<file path="config.mk">
export PLATFORM = sky130hd
export DESIGN_NAME = frame_transmitter
export DESIGN_NICKNAME = d
export VERILOG_FILES = /design/src/rtl/frame_transmitter.sv
export SDC_FILE = /design/constraint.sdc
export NUM_CORES = 1
export LEC_CHECK = 0
export BUFFER_PORTS_ARGS = -buffer_cell sky130_fd_sc_hd__buf_2
export CAP_MARGIN = 10
export CORE_MARGIN = 2
export CORE_UTILIZATION = 40
export CTS_CLUSTER_SIZE = 40
export DETAILED_ROUTE_END_ITERATION = 8
export GPL_TIMING_DRIVEN = 1
export PLACE_DENSITY = 0.68
export SYNTH_ARGS = -nofsm -noshare
export SYNTH_HDL_FRONTEND = slang
export SYNTH_SLANG_ARGS = --single-unit
</file>
<file path="constraint.sdc">
create_clock -name i_clk -period 1.9 [get_ports i_clk]
set_input_delay 0.19 -clock i_clk [delete_from_list [all_inputs] [get_ports i_clk]]
set_output_delay 0.19 -clock i_clk [all_outputs]
set_load 0.005 [all_outputs]
</file>
<file path="src/rtl/frame_transmitter.sv">
// frame_transmitter: emits one frame of FRAME_LEN incrementing 32-bit words per
// i_start pulse over a valid/ready stream. The reference sequence carries on
// across frames and only i_rst returns it to 0, so a checker-side generator
// started by the same pulse sees identical data.
// Optional build macro FRAME_TX_ERR_INJECT_EN adds i_err_inject, which corrupts
// the word at ERR_IDX (bit 0 flipped) in the frame whose start it accompanies.
module frame_transmitter #(
  parameter int FRAME_LEN = 64,
  parameter int ERR_IDX   = 5
) (
  input  logic        i_clk,
  input  logic        i_rst,
  input  logic        i_start,
  input  logic        i_ready,
`ifdef FRAME_TX_ERR_INJECT_EN
  input  logic        i_err_inject,
`endif
  output logic        o_data_valid,
  output logic [31:0] o_data,
  output logic        o_busy,
  output logic        o_frame_done,
  output logic [15:0] o_frame_cnt
);

  localparam logic [6:0] LAST_IDX = 7'(FRAME_LEN - 1);
  localparam logic [6:0] ERR_POS  = 7'(ERR_IDX);

  typedef enum logic [1:0] {
    ST_IDLE = 2'd0,
    ST_SEND = 2'd1,
    ST_DONE = 2'd2
  } state_t;

  state_t      state_r, state_s;
  logic [31:0] seq_r, seq_s;
  logic [6:0]  idx_r, idx_s;
  logic        valid_r, valid_s;
  logic [31:0] data_r, data_s;
  logic        busy_r, busy_s;
  logic        done_r, done_s;
  logic [15:0] cnt_r, cnt_s;
  logic [31:0] seq_inc_s;
  logic [6:0]  idx_inc_s;
  logic        arm_start_s;
  logic        arm_cur_s;

  // Word put on the bus: the sequence value, optionally with bit 0 flipped.
  function automatic logic [31:0] word_value(input logic [31:0] seq, input logic flip);
    return seq ^ {31'd0, flip};
  endfunction

  assign seq_inc_s = seq_r + 32'd1;
  assign idx_inc_s = idx_r + 7'd1;

`ifdef FRAME_TX_ERR_INJECT_EN
  logic arm_r;
  logic arm_next_s;

  // Capture the injection request with an accepted start; drop it once the frame is done.
  always_comb begin
    arm_next_s = arm_r;
    if ((state_r == ST_IDLE) && i_start) begin
      arm_next_s = i_err_inject;
    end else if (state_r == ST_DONE) begin
      arm_next_s = 1'b0;
    end else begin
      arm_next_s = arm_r;
    end
  end

  // Injection arming register.
  always_ff @(posedge i_clk) begin
    if (i_rst) begin
      arm_r <= 1'b0;
    end else begin
      arm_r <= arm_next_s;
    end
  end

  assign arm_start_s = i_err_inject;
  assign arm_cur_s   = arm_r;
`else
  assign arm_start_s = 1'b0;
  assign arm_cur_s   = 1'b0;
`endif

  // Next-state and next-output logic; every registered value holds unless changed below.
  always_comb begin
    state_s = state_r;
    seq_s   = seq_r;
    idx_s   = idx_r;
    valid_s = valid_r;
    data_s  = data_r;
    busy_s  = busy_r;
    done_s  = 1'b0;
    cnt_s   = cnt_r;
    case (state_r)
      ST_IDLE: begin
        busy_s  = 1'b0;
        valid_s = 1'b0;
        if (i_start) begin
          // First word of the frame is the current sequence value.
          state_s = ST_SEND;
          valid_s = 1'b1;
          busy_s  = 1'b1;
          data_s  = word_value(seq_r, arm_start_s && (ERR_POS == 7'd0));
        end else begin
          state_s = ST_IDLE;
        end
      end
      ST_SEND: begin
        busy_s = 1'b1;
        if (valid_r && i_ready) begin
          seq_s = seq_inc_s;
          if (idx_r == LAST_IDX) begin
            state_s = ST_DONE;
            valid_s = 1'b0;
            done_s  = 1'b1;
            cnt_s   = cnt_r + 16'd1;
            idx_s   = 7'd0;
          end else begin
            // Valid stays high across the whole frame; only data advances.
            idx_s  = idx_inc_s;
            data_s = word_value(seq_inc_s, arm_cur_s && (idx_inc_s == ERR_POS));
          end
        end else begin
          state_s = ST_SEND;
        end
      end
      ST_DONE: begin
        // Starts seen here are dropped; a new frame needs a start while idle.
        state_s = ST_IDLE;
        valid_s = 1'b0;
        busy_s  = 1'b0;
      end
      default: begin
        state_s = ST_IDLE;
        valid_s = 1'b0;
        busy_s  = 1'b0;
        idx_s   = 7'd0;
      end
    endcase
  end

  // State and output registers with synchronous reset.
  always_ff @(posedge i_clk) begin
    if (i_rst) begin
      state_r <= ST_IDLE;
      seq_r   <= 32'd0;
      idx_r   <= 7'd0;
      valid_r <= 1'b0;
      data_r  <= 32'd0;
      busy_r  <= 1'b0;
      done_r  <= 1'b0;
      cnt_r   <= 16'd0;
    end else begin
      state_r <= state_s;
      seq_r   <= seq_s;
      idx_r   <= idx_s;
      valid_r <= valid_s;
      data_r  <= data_s;
      busy_r  <= busy_s;
      done_r  <= done_s;
      cnt_r   <= cnt_s;
    end
  end

  assign o_data_valid = valid_r;
  assign o_data       = data_r;
  assign o_busy       = busy_r;
  assign o_frame_done = done_r;
  assign o_frame_cnt  = cnt_r;

endmodule

</file>
== After elaboration in Yosys (flattened, before gate mapping) ==
Cells that the tools add are included.

* $lt $le $gt $ge: 0
* Shift-type cells: 0
* $mul: 0
* Bitwise gates (word level): 3
* Reductions and logical operators: 10
* Divide/modulo/power cells: 0
* Multiplexer cells: 17
* Equality and inequality tests: 8
* Add/sub/neg operators: 3

{| class="wikitable"
|+ Operators with widths
! cell !! number
|-
| two-way mux 32 bit || 3
|-
| case mux 32 bit (2 select lines) || 1
|-
| adder 32 x 1 -> 32 bit, second input constant || 1
|-
| adder 16 x 1 -> 16 bit, second input constant || 1
|-
| two-way mux 7 bit || 2
|-
| case mux 7 bit (2 select lines) || 1
|-
| != test 2 bit, second input constant || 4
|-
| adder 7 x 1 -> 7 bit, second input constant || 1
|-
| equality test 7 x 6 -> 1 bit, second input constant || 1
|-
| AND reduction 2 bit || 3
|-
| two-way mux 1 bit || 5
|-
| two-way mux 2 bit || 2
|-
| case mux 1 bit (2 select lines) || 2
|-
| case mux 2 bit (2 select lines) || 1
|-
| AND reduction 4 bit || 1
|-
| != test 3 bit, second input constant || 1
|-
| inverter 1 bit || 3
|-
| AND reduction 3 bit || 1
|-
| OR reduction 3 bit || 1
|-
| equality test 2 x 1 -> 1 bit, second input constant || 1
|-
| equality test 2 bit, second input constant || 1
|-
| logical NOT 2 bit || 1
|-
| nonzero test 2 bit || 1
|-
| OR reduction 2 bit || 1
|-
| logical AND 1 bit || 1
|}

* Register bits after elaboration: 92
* Memory bits (writable): 0
* Latch bits: 0
* Memory bits (read-only): 0
* Memories kept: 0

== Longest topological paths before layout ==
Gate-level depths: netlist of the first run.

* Depth after elaboration: 4
* Gate-level depth with buffers: 7

== Worst setup path after synthesis of the first run ==
Ideal clock, no wire load.

* Kind: reg2reg
* Start: reg seq_r[0]
* End: reg seq_r[30]
* Required time: 1,830 ps
* Stages on the path, launching flop included: 7
* Arrival: 1,889 ps
* Path buffers: 0
* Setup slack: -59 ps
* Period minus slack after synthesis: 1,959 ps
* Cells stage by stage: dfxtp_1 ha_1 nand3_2 nor3_4 nand2_2 or4_1 a21oi_1

* Word-level cells in the longest chain between the ends: 1

{| class="wikitable"
|+ RTL lines
! element !! RTL line !! RTL
|-
| start, declared || 35 || <nowiki>logic [31:0] seq_r, seq_s;</nowiki>
|-
| start signal, assigned || 158 || <nowiki>seq_r <= seq_s;</nowiki>
|-
| adder 32 x 1 -> 32 bit || 52 || <nowiki>assign seq_inc_s = seq_r + 32'd1;</nowiki>
|}

Every way passes these cells.
A chain may end at the register's enable or synchronous reset.

== Final worst setup path of the first run ==
* Start: reg seq_r[0]
* End: reg data_r[22], in the netlist o_data[22]

* Word-level cells in the longest chain between the ends: 4

{| class="wikitable"
|+ RTL lines
! element !! RTL line !! RTL
|-
| adder 32 x 1 -> 32 bit || 52 ||
|-
| two-way mux 32 bit || 115 || <nowiki>if (idx_r == LAST_IDX) begin</nowiki>
|-
| two-way mux 32 bit || 113 || <nowiki>if (valid_r && i_ready) begin</nowiki>
|-
| case mux 32 bit (2 select lines) || 97 || <nowiki>case (state_r)</nowiki>
|-
| end signal, assigned || 161 || <nowiki>data_r <= data_s;</nowiki>
|-
| end, declared || 38 || <nowiki>logic [31:0] data_r, data_s;</nowiki>
|}

Every way passes these cells. The select of a mux whose other input is x is not followed.

==> results_dict.tcl, run 1 <==
set metrics [dict create \
    detail-route-antenna-nets 0 \
    grt_max_degree 90 \
    synth-seq-cells 92 \
    ys_seq_area_share_pct 42.0 \
    yosysWarnings 0 \
    layout.nets 625 \
    outcome "completed" \
    io_pins 55 \
    grt_usage_pct 18.7 \
    avgSynthCellArea_sq_um 8.36 \
    relSlewSlack_pct 74.0 \
    critPathMaxFanout 5 \
    tritoncts "built" \
    synthArstFlopShare_pct 0 \
    synth_cells 525 \
    antenna_found_initial 0 \
    finClkSkew_ns 0.0125 \
    critical_path_class "reg2reg" \
    totalWireLength_um 10700 \
    dr.pass1.iters 5 \
    fin_crit_sh_pct 95.2 \
    clkTransAtPathRegs_ns 0.09 \
    maxCapViolations 0 \
    p_leak_nw 2.11 \
    critPathCaptureType "flip-flop" \
    power_density_nw_per_um2 658 \
    fp.coreArea_sq_um 10800 \
    synth_edf_count 0 \
    cts_max_level 3 \
    rsz0062_at_grt "yes" \
    power_mw 3.59 \
    initial_core_util_pct 40.6 \
    syn_nets 532 \
    root_buffer "clkbuf_8" \
    setup_viol 0 \
    grt-ovfl-total 0 \
    grt_pass1_wl_um 17400 \
    startpoint_type "flip-flop" \
    placed_area_sq_um 5180 \
    worst_slew_pin_slew_ns 0.390 \
    ys_types 49 \
    vias_per_cell 5.23 \
    drc 0 \
    crit_slowest_cell "dfxtp_2" \
    max_stage_delay_ns 0.38 \
    wl_met3_um 511 \
    holdBufCountCts 0 \
    drt-met1-wl_um 5030 \
    arrival_ns 2.09 \
    grt_pass1_vias 3714 \
    nFillCells 1015 \
    ys.flop_type "dfxtp_1" \
    gp_congestion 0.906 \
    dp_hpwl_um 7540 \
    wl_per_cell_um 14.0 \
    final_design_area_no_fill_sq_um 5460 \
    ir_worst_vdd_mv 0.377 \
    highest_layer "met4" \
    dieArea_sq_um 11800 \
    antenna_cells 0 \
    final_hold_viol_count 0 \
    timing.final.crit_period_ns 1.81 \
    syn-cell-area_sq_um 4390 \
    multi_input_area_sq_um 2450 \
    area_growth_pct 24.4 \
    clk_path_buf_depth 2 \
    die_w_um 109 \
    cts_sinks 92 \
    worstPathRequired_ns 2.18 \
    vias 3990 \
    cts_buffers 9 \
    port_buffers 54 \
    maxSlewViolCount 0 \
    hp-class "in2reg" \
    layout.cells.non_filler 763 \
    drtIter0Drc 200 \
    drive_above_1_share_pct 25.0 \
    die_h_um 109 \
    max_freq_mhz 553 \
    insertion_delay_ns 0.37 \
    crit_path_cell_trace "ha_2, nand3_4, nor3_2, buf_4, nand3_1, xor2_1, a211oi_1" \
    route.met2.wl_um 4920 \
    regArea_sq_um 1850 \
    dp_cells 744 \
    rows 38 \
]
==> kinds of logic after synthesis <==
family / count (synthesis) / share of synthesized area, %
AO/OA/AOI/OAI: 59 / 9.36
XOR/XNOR: 73 / 14.6
adder cells (fa/ha/maj): 3 / 0.856
buffers and inverters: 39 / 3.71
flip-flops: 92 / 42.0
multiplexers: 1 / 0.228
AND/OR/NAND/NOR: 258 / 29.3
==> layer usage <==
| metal | vias to the layer above | global-route usage [%] |
|---|---|---|
| met1 | 1889 | 23.9 |
| met3 | 14 | 4.12 |
| met4 | 0 | 8.52 |
| met2 | 89 | 30.1 |
| li1 | 1998 | - |
| met5 | - | 0 |
==> cell usage in the layout, fill, tap and decap left out, types with 3 or more instances in the layout <==
| cell type | count |
|---|---|
| o21ai_0 | 4 |
| nand3_1 | 29 |
| nor3_2 | 4 |
| dfxtp_1 | 89 |
| nor4_1 | 8 |
| a211oi_1 | 28 |
| nor2_1 | 100 |
| nor3_1 | 8 |
| nor2b_1 | 3 |
| clkbuf_1 | 5 |
| buf_4 | 61 |
| nand4_1 | 25 |
| xor2_1 | 53 |
| nor4_2 | 3 |
| or3_1 | 4 |
| or4_1 | 3 |
| a21oi_1 | 10 |
| and3_1 | 7 |
| nand2_1 | 44 |
| xnor2_1 | 20 |
| clkbuf_8 | 9 |
| buf_2 | 54 |
==> sequential cells by signal, indices dropped and copies added, names as in the netlist <==
signal and count:
o_data_valid 1, o_data 32, seq_r 32, state_r 2, o_busy 1, o_frame_cnt 16, idx_r 7, o_frame_done 1
==> worst max-delay path: cells and delay by family, from the launching register on <==
family,cells,cell delay (ns)
XOR/XNOR,1,0.17
buffers and inverters,1,0.19
adder cells (fa/ha/maj),1,0.23
flip-flops,1,0.38
AND/OR/NAND/NOR,3,0.49
AO/OA/AOI/OAI,1,0.25
==> report_power, final <==
part | total [mW] | switching (mW) | internal (mW)
Clock | 1.27 | 0.664 | 0.610
Combinational | 0.296 | 0.169 | 0.127
Sequential | 2.02 | 0.0338 | 1.99
Total | 3.59 | 0.867 | 2.72
==> cells in the mapped netlist, drive strengths merged (12+ instances only) <==
cell type	instances	area, sq um
dfxtp	92	1840
xor2	53	464
xnor2	20	175
nor4	12	100
a211oi	30	230
clkbuf	23	86.3
buf	13	65.1
nor3	13	91.3
nand2	45	171
nor2	102	383
nand4	26	169
nand3	31	160
==> metrics by stage <==
step	hold slack (ns)	worst slack [ns]	TNS [ns]	util [%]
3_3_place_gp	0.463	0.00791	0	48.0
2_1_floorplan	0.362	-0.0308	-0.0308	-
3_5_place_dp	0.449	-0.0950	-0.165	48.0
4_1_cts	0.0368	0.0145	0	49.7
5_1_grt	0.0626	-0.0174	-0.0490	50.5
6_report	0.0625	0.0906	0	50.5
==> timing repair <==
| item | CTS | global route |
|---|---|---|
| gates cloned | 0 | 1 |
| pin swaps | 0 | 3 |
| buffers inserted | 0 | 2 |
| resized for setup | 1 | 13 |
| endpoints found under the setup margin | 4 | 31 |
| endpoints found under the hold margin | 0 | 0 |
==> worst paths after layout <==
path / from / to / slack, ns / cells past startpoint
max: seq_r[0]$_SDFFE_PP0P_ / o_data[22]$_SDFFE_PP0P_ / 0.09 / 7
min reg2reg: o_data[5]$_SDFFE_PP0P_ / o_data[5]$_SDFFE_PP0P_ / 0.50 / 2
max reg2reg: seq_r[0]$_SDFFE_PP0P_ / o_data[22]$_SDFFE_PP0P_ / 0.09 / 7
min: i_rst / o_busy$_SDFF_PP0_ / 0.06 / 2
==> cell type report <==
type	count	area share, %
flip-flops and latches	92	33.9
clock inverters	2	0.642
inverters	3	0.206
repair buffers	118	14.5
well taps	140	3.21
clock buffers	14	2.61
multi-input cells	394	44.9
Note: power is estimated with default switching activity, not from simulation.
==> inputs of run 2 (changes only) <==
--- a/config.mk
+++ b/config.mk
@@ -5,14 +5,15 @@
 export SDC_FILE = /design/constraint.sdc
 export NUM_CORES = 1
 export LEC_CHECK = 0
+export ABC_AREA = 1
 export BUFFER_PORTS_ARGS = -buffer_cell sky130_fd_sc_hd__buf_2
 export CAP_MARGIN = 10
 export CORE_MARGIN = 2
-export CORE_UTILIZATION = 40
+export CORE_UTILIZATION = 30
 export CTS_CLUSTER_SIZE = 40
 export DETAILED_ROUTE_END_ITERATION = 8
 export GPL_TIMING_DRIVEN = 1
-export PLACE_DENSITY = 0.68
+export PLACE_DENSITY = 0.55
 export SYNTH_ARGS = -nofsm -noshare
 export SYNTH_HDL_FRONTEND = slang
 export SYNTH_SLANG_ARGS = --single-unit
==> run 2 against run 1 <==
Net effect: cell area rose by 4.5%; sequential power rose by 2%; non-clock buffer count fell by 47; synthesized area rose by 9.8%; setup slack improved by 0.10 ns; clock skew fell by 0.0027 ns; critical path type unchanged.
==> results_dict.tcl, run 2 <==
set metrics [dict create \
    outcome "completed" \
    port_buffers 54 \
    max_freq_mhz 585 \
    pre_cts_slack_ns 0.116 \
    synth-seq-cells 92 \
    initial_core_util_pct 30.5 \
    critPathCaptureType "flip-flop" \
    clkTransAtPathRegs_ns 0.06 \
    synth_edf_count 0 \
    die_w_um 131 \
    finClkSkew_ns 0.00980 \
    ys_types 30 \
    tritoncts "built" \
    antenna_found_initial 0 \
    dieArea_sq_um 17100 \
    grt_pass1_wl_um 21500 \
    fin_setup_tns_ns 0 \
    dr.pass1.iters 5 \
    ir_worst_vdd_mv 0.440 \
    synth_commonest_cells "nand2_1 (191), nor2_1 (103), dfxtp_1 (92)" \
    cts_sinks 92 \
    insertion_delay_ns 0.35 \
    drc 0 \
    layout.nets 811 \
    layout_commonest_cell "nand2_1" \
    yosysWarnings 0 \
    power_density_nw_per_um2 768 \
    grt_pass1_vias 4348 \
    critical_path_class "reg2reg" \
    fp.coreArea_sq_um 15800 \
    detail-route-antenna-nets 0 \
    drive_above_1_share_pct 12.7 \
    synth_top_area_cell "dfxtp_1" \
    startpoint_type "flip-flop" \
    arrival_ns 1.99 \
    hp-class "in2reg" \
    cts_max_level 3 \
    vias 4629 \
    synth_top_area_share_pct 38.2 \
    finalWorstSetupSlack_ns 0.190 \
    area_growth_pct 18.3 \
    relSlewSlack_pct 72.7 \
    yosysMostFrequentCell "nand2_1" \
    final_cell_mix "nand2_1 (190), nor2_1 (102), dfxtp_1 (92), inv_1 (90), a21oi_1 (87)" \
    timing.final.crit_period_ns 1.71 \
    grt-ovfl-total 0 \
    drtIter0Drc 306 \
    maxSlewViolCount 0 \
    io_pins 55 \
    syn_nets 757 \
    worstPathRequired_ns 2.18 \
    root_buffer "clkbuf_16" \
    grt_max_degree 46 \
    worst_slew_pin_slew_ns 0.405 \
    synthTopCellsByArea "dfxtp_1 (38%), nand2_1 (15%), a21oi_1 (9.0%)" \
    placed_area_sq_um 5360 \
    clk_path_buf_depth 2 \
    ys_seq_area_share_pct 38.2 \
    avgSynthCellArea_sq_um 6.42 \
    cts_buffers 9 \
    synthArstFlopShare_pct 0 \
    vias_per_cell 4.52 \
    p_leak_nw 2.49 \
    rsz0062_at_grt "yes" \
    maxCapViolations 0 \
    totalWireLength_um 12900 \
    rows 46 \
    antenna_cells 0 \
    synth_cells 750 \
    final_design_area_no_fill_sq_um 5700 \
    nFillCells 1770 \
    grt_usage_pct 15.9 \
    fin_crit_sh_pct 90.0 \
    whs_ns 0.181 \
    setup_viol 0 \
    syn-cell-area_sq_um 4820 \
    final_hold_viol_count 0 \
    ys.flop_type "dfxtp_1" \
    die_h_um 131 \
    critPathMaxFanout 4 \
    gp_congestion 0.856 \
    wl_per_cell_um 12.6 \
    dp_hpwl_um 9140 \
]
run 2: kinds of logic (layout without fill, tap and decap cells):
family          Yosys count  count (layout)  synth area share (%)
xor+xnor                 19              19                  3.45
simple gates            360             360                  31.0
fa+ha+maj                 3               3                 0.779
compound gates          155             155                  16.5
buf+inv                 121             179                  10.0
flops                    92              92                  38.2
run 2: final cells by class:
class                   count  area (sq um)  share of cell area [%]
multi-input cells         537          2510                    44.1
flip-flops and latches     92          1840                    32.3
repair buffers             71           417                    7.31
inverters                  93           352                    6.17
well taps                 216           270                    4.74
clock buffers              10           229                    4.02
clock inverters             5          77.6                    1.36
run 2: worst max-delay path, cell delays in order (launching register included):
cell and delay [ns]:
dfxtp_1 0.37, ha_1 0.19, nand2_1 0.09, nor2_4 0.14
nand2_1 0.15, nor2_2 0.18, buf_4 0.16, xor2_1 0.18
nand2_1 0.07, a21oi_1 0.11
run 2: per-layer routing:
| metal | vias up | global-route usage, % | part of all wire, % |
|---|---|---|---|
| met2 | 76 | 26.4 | 46 |
| met5 | - | 0 | 0 |
| met4 | 0 | 4.51 | 1.3 |
| met3 | 11 | 3.42 | 4.9 |
| li1 | 2487 | - | - |
| met1 | 2055 | 20.8 | 47 |
run 2: power by group:
part	leakage [nW]	switching [mW]	internal, mW
Sequential	0.749	0.0559	2.01
Clock	0.148	0.762	1.14
Combinational	1.60	0.262	0.146
run 2: final timing paths:
kind                                from                          end  slack (ns)  cells past startpoint
max                seq_r[1]$_SDFFE_PP0P_      o_data[14]$_SDFFE_PP0P_        0.19                      9
max reg2reg        seq_r[1]$_SDFFE_PP0P_      o_data[14]$_SDFFE_PP0P_        0.19                      9
min                              i_start            o_busy$_SDFF_PP0_        0.18                      3
min reg2reg  o_frame_cnt[4]$_SDFFE_PP0P_  o_frame_cnt[4]$_SDFFE_PP0P_        0.49                      2
run 2: per-stage QoR:
step           utilization [%]  instances  power [mW]
2_1_floorplan                -        750        2.37
3_3_place_gp              34.0       1009        2.52
3_5_place_dp              34.0       1009        2.52
4_1_cts                   36.0       1024        4.44
5_1_grt                   36.1       1024        4.57
6_report                  36.1       1024        4.38
run 2: repair_timing:
item,4_1_cts,5_1_grt
endpoints found under the hold margin,0,0
gates resized for setup,0,9
hold buffers,0,0
setup buffers,0,0
endpoints found under the setup margin,0,23
==> inputs of run 3 (changes only) <==
--- a/config.mk
+++ b/config.mk
@@ -8,6 +8,7 @@
 export ABC_AREA = 1
 export BUFFER_PORTS_ARGS = -buffer_cell sky130_fd_sc_hd__buf_2
 export CAP_MARGIN = 10
+export CORE_ASPECT_RATIO = 0.8
 export CORE_MARGIN = 2
 export CORE_UTILIZATION = 30
 export CTS_CLUSTER_SIZE = 40
==> run 3 against run 2 <==
Net effect: final cell count is essentially flat; sequential share of layout area hardly changed; via count rose by 2.1%; non-clock buffer count shrank 1; largest cell class unchanged; highest routed layer unchanged.
==> results_dict.tcl, run 3 (synthesis results as in run 2) <==
set metrics [dict create \
    arrival_ns 2.02 \
    layout_commonest_cell "nand2_1" \
    antenna_found_initial 0 \
    clk_path_buf_depth 2 \
    grtUsageMet1_pct 23.8 \
    gp_congestion 0.818 \
    die_h_um 117 \
    antenna_cells 0 \
    wl_per_cell_um 13.0 \
    clkTransAtPathRegs_ns 0.07 \
    relSlewSlack_pct 70.6 \
    hp-class "in2reg" \
    crit_path_cell_trace "ha_1, nand2_1, nor2_2, nand2_1, nor2_2, xor2_1, nand2_1, a21oi_1" \
    utilization_pct 36.2 \
    cts_buffers 9 \
    vias 4727 \
    post_cts_buffers 0 \
    grt_usage_pct 16.0 \
    vias_per_cell 4.62 \
    power_density_nw_per_um2 786 \
    tritoncts "built" \
    critPathBufInv 0 \
    layout.nets 810 \
    final_hold_viol_count 0 \
    grt_max_degree 45 \
    fin_crit_sh_pct 91.4 \
    dr.pass1.iters 5 \
    totalWireLength_um 13300 \
    critical_path_class "reg2reg" \
    worst_slew_pin_slew_ns 0.438 \
    initial_core_util_pct 30.6 \
    drc 0 \
    outcome "completed" \
    whs_ns 0.187 \
    drive_above_1_share_pct 12.5 \
    cpLargestDelayFamily "simple AND/OR/NAND/NOR gates" \
    insertion_delay_ns 0.36 \
    cp_common_cell "nand2_1" \
    rsz0062_at_grt "yes" \
    fp.coreArea_sq_um 15700 \
    p_leak_nw 2.50 \
    busiest_layer "met1" \
    cts_sinks 92 \
    final_cell_mix "nand2_1 (191), nor2_1 (103), dfxtp_1 (92), inv_1 (90), a21oi_1 (87)" \
    power_mw 4.48 \
    met3_usage_pct 3.85 \
    maxCapViolations 0 \
    grt-ovfl-total 0 \
    critPathMaxFanout 5 \
    detail-route-antenna-nets 0 \
    finClkSkew_ns 0.0120 \
    grt_pass1_wl_um 22200 \
    root_buffer "clkbuf_16" \
    startpoint_type "flip-flop" \
    area_growth_pct 18.3 \
    timing.final.crit_period_ns 1.74 \
    maxSlewViolCount 0 \
    grt_pass1_vias 4324 \
    fin_setup_tns_ns 0 \
    io_pins 55 \
    port_buffers 54 \
    cts_max_level 3 \
    holdBufCountCts 0 \
    use_met2_pct 22.8 \
    setup_viol 0 \
    ir_worst_vdd_mv 0.350 \
    dieArea_sq_um 17100 \
    dp_hpwl_um 9390 \
    drtIter0Drc 320 \
    crit_slowest_cell "dfxtp_1" \
    rows 41 \
    max_freq_mhz 576 \
    worstPathRequired_ns 2.18 \
    critPathCaptureType "flip-flop" \
    die_w_um 146 \
    dp_cells 1007 \
    layout.cells.non_filler 1023 \
    max_stage_delay_ns 0.38 \
]
[run 3: cell count changes in the layout (fill, tap and decap cells not counted), sizes merged]
| cell | delta |
|---|---|
| clkbuf | -1 |
| clkinvlp | -1 |
| inv | +2 |
[run 3: routing by layer]
| metal | share of wire (%) | wire (um) | vias to the layer above |
|---|---|---|---|
| met4 | 1.1 | 144 | 0 |
| met5 | 0 | 0 | - |
| met3 | 5.1 | 676 | 13 |
| met2 | 40 | 5340 | 91 |
| met1 | 54 | 7150 | 2129 |
| li1 | - | - | 2494 |
[run 3: final cells by class]
class | count | area [sq um]
fill | 1742 | 10100
multi-input combinational | 537 | 2500
sequential | 92 | 1840
timing repair buffer | 70 | 415
inverter | 93 | 349
tap | 215 | 269
clock buffer | 10 | 229
clock inverter | 6 | 95.1
[run 3: stage by stage]
stage | worst slack, ns | instance area, sq um
final | 0.163 | 5700
after global routing | -0.0588 | 5700
after CTS | 0.166 | 5690
after detailed placement | 0.162 | 5370
after global placement | 0.224 | 5370
after floorplan | 0.355 | 4820
[run 3: power by group]
group	total, mW	switching, mW	internal (mW)	leakage, nW
Clock	2.00	0.829	1.17	0.158
Sequential	2.06	0.0554	2.01	0.749
Combinational	0.418	0.267	0.152	1.59
[run 3: tightest hold or removal path: cells and delay by family]
family	cells	cell delay, ns
simple gates	1	0.12
buf+inv	1	0.10
compound gates	1	0.08
[run 3: worst paths after layout]
| path | depth (start not counted) | slack [ns] | start | endpoint |
|---|---|---|---|---|
| min | 3 | 0.19 | i_start | o_busy$_SDFF_PP0_ |
| max | 8 | 0.16 | seq_r[1]$_SDFFE_PP0P_ | o_data[10]$_SDFFE_PP0P_ |
| min reg2reg | 2 | 0.49 | o_frame_cnt[13]$_SDFFE_PP0P_ | o_frame_cnt[13]$_SDFFE_PP0P_ |
| max reg2reg | 8 | 0.16 | seq_r[1]$_SDFFE_PP0P_ | o_data[10]$_SDFFE_PP0P_ |
[run 3: repair_timing]
action | in CTS | in global routing
hold endpoints to repair | 0 | 0
resized for setup | 0 | 1
endpoints found under the setup margin | 0 | 14
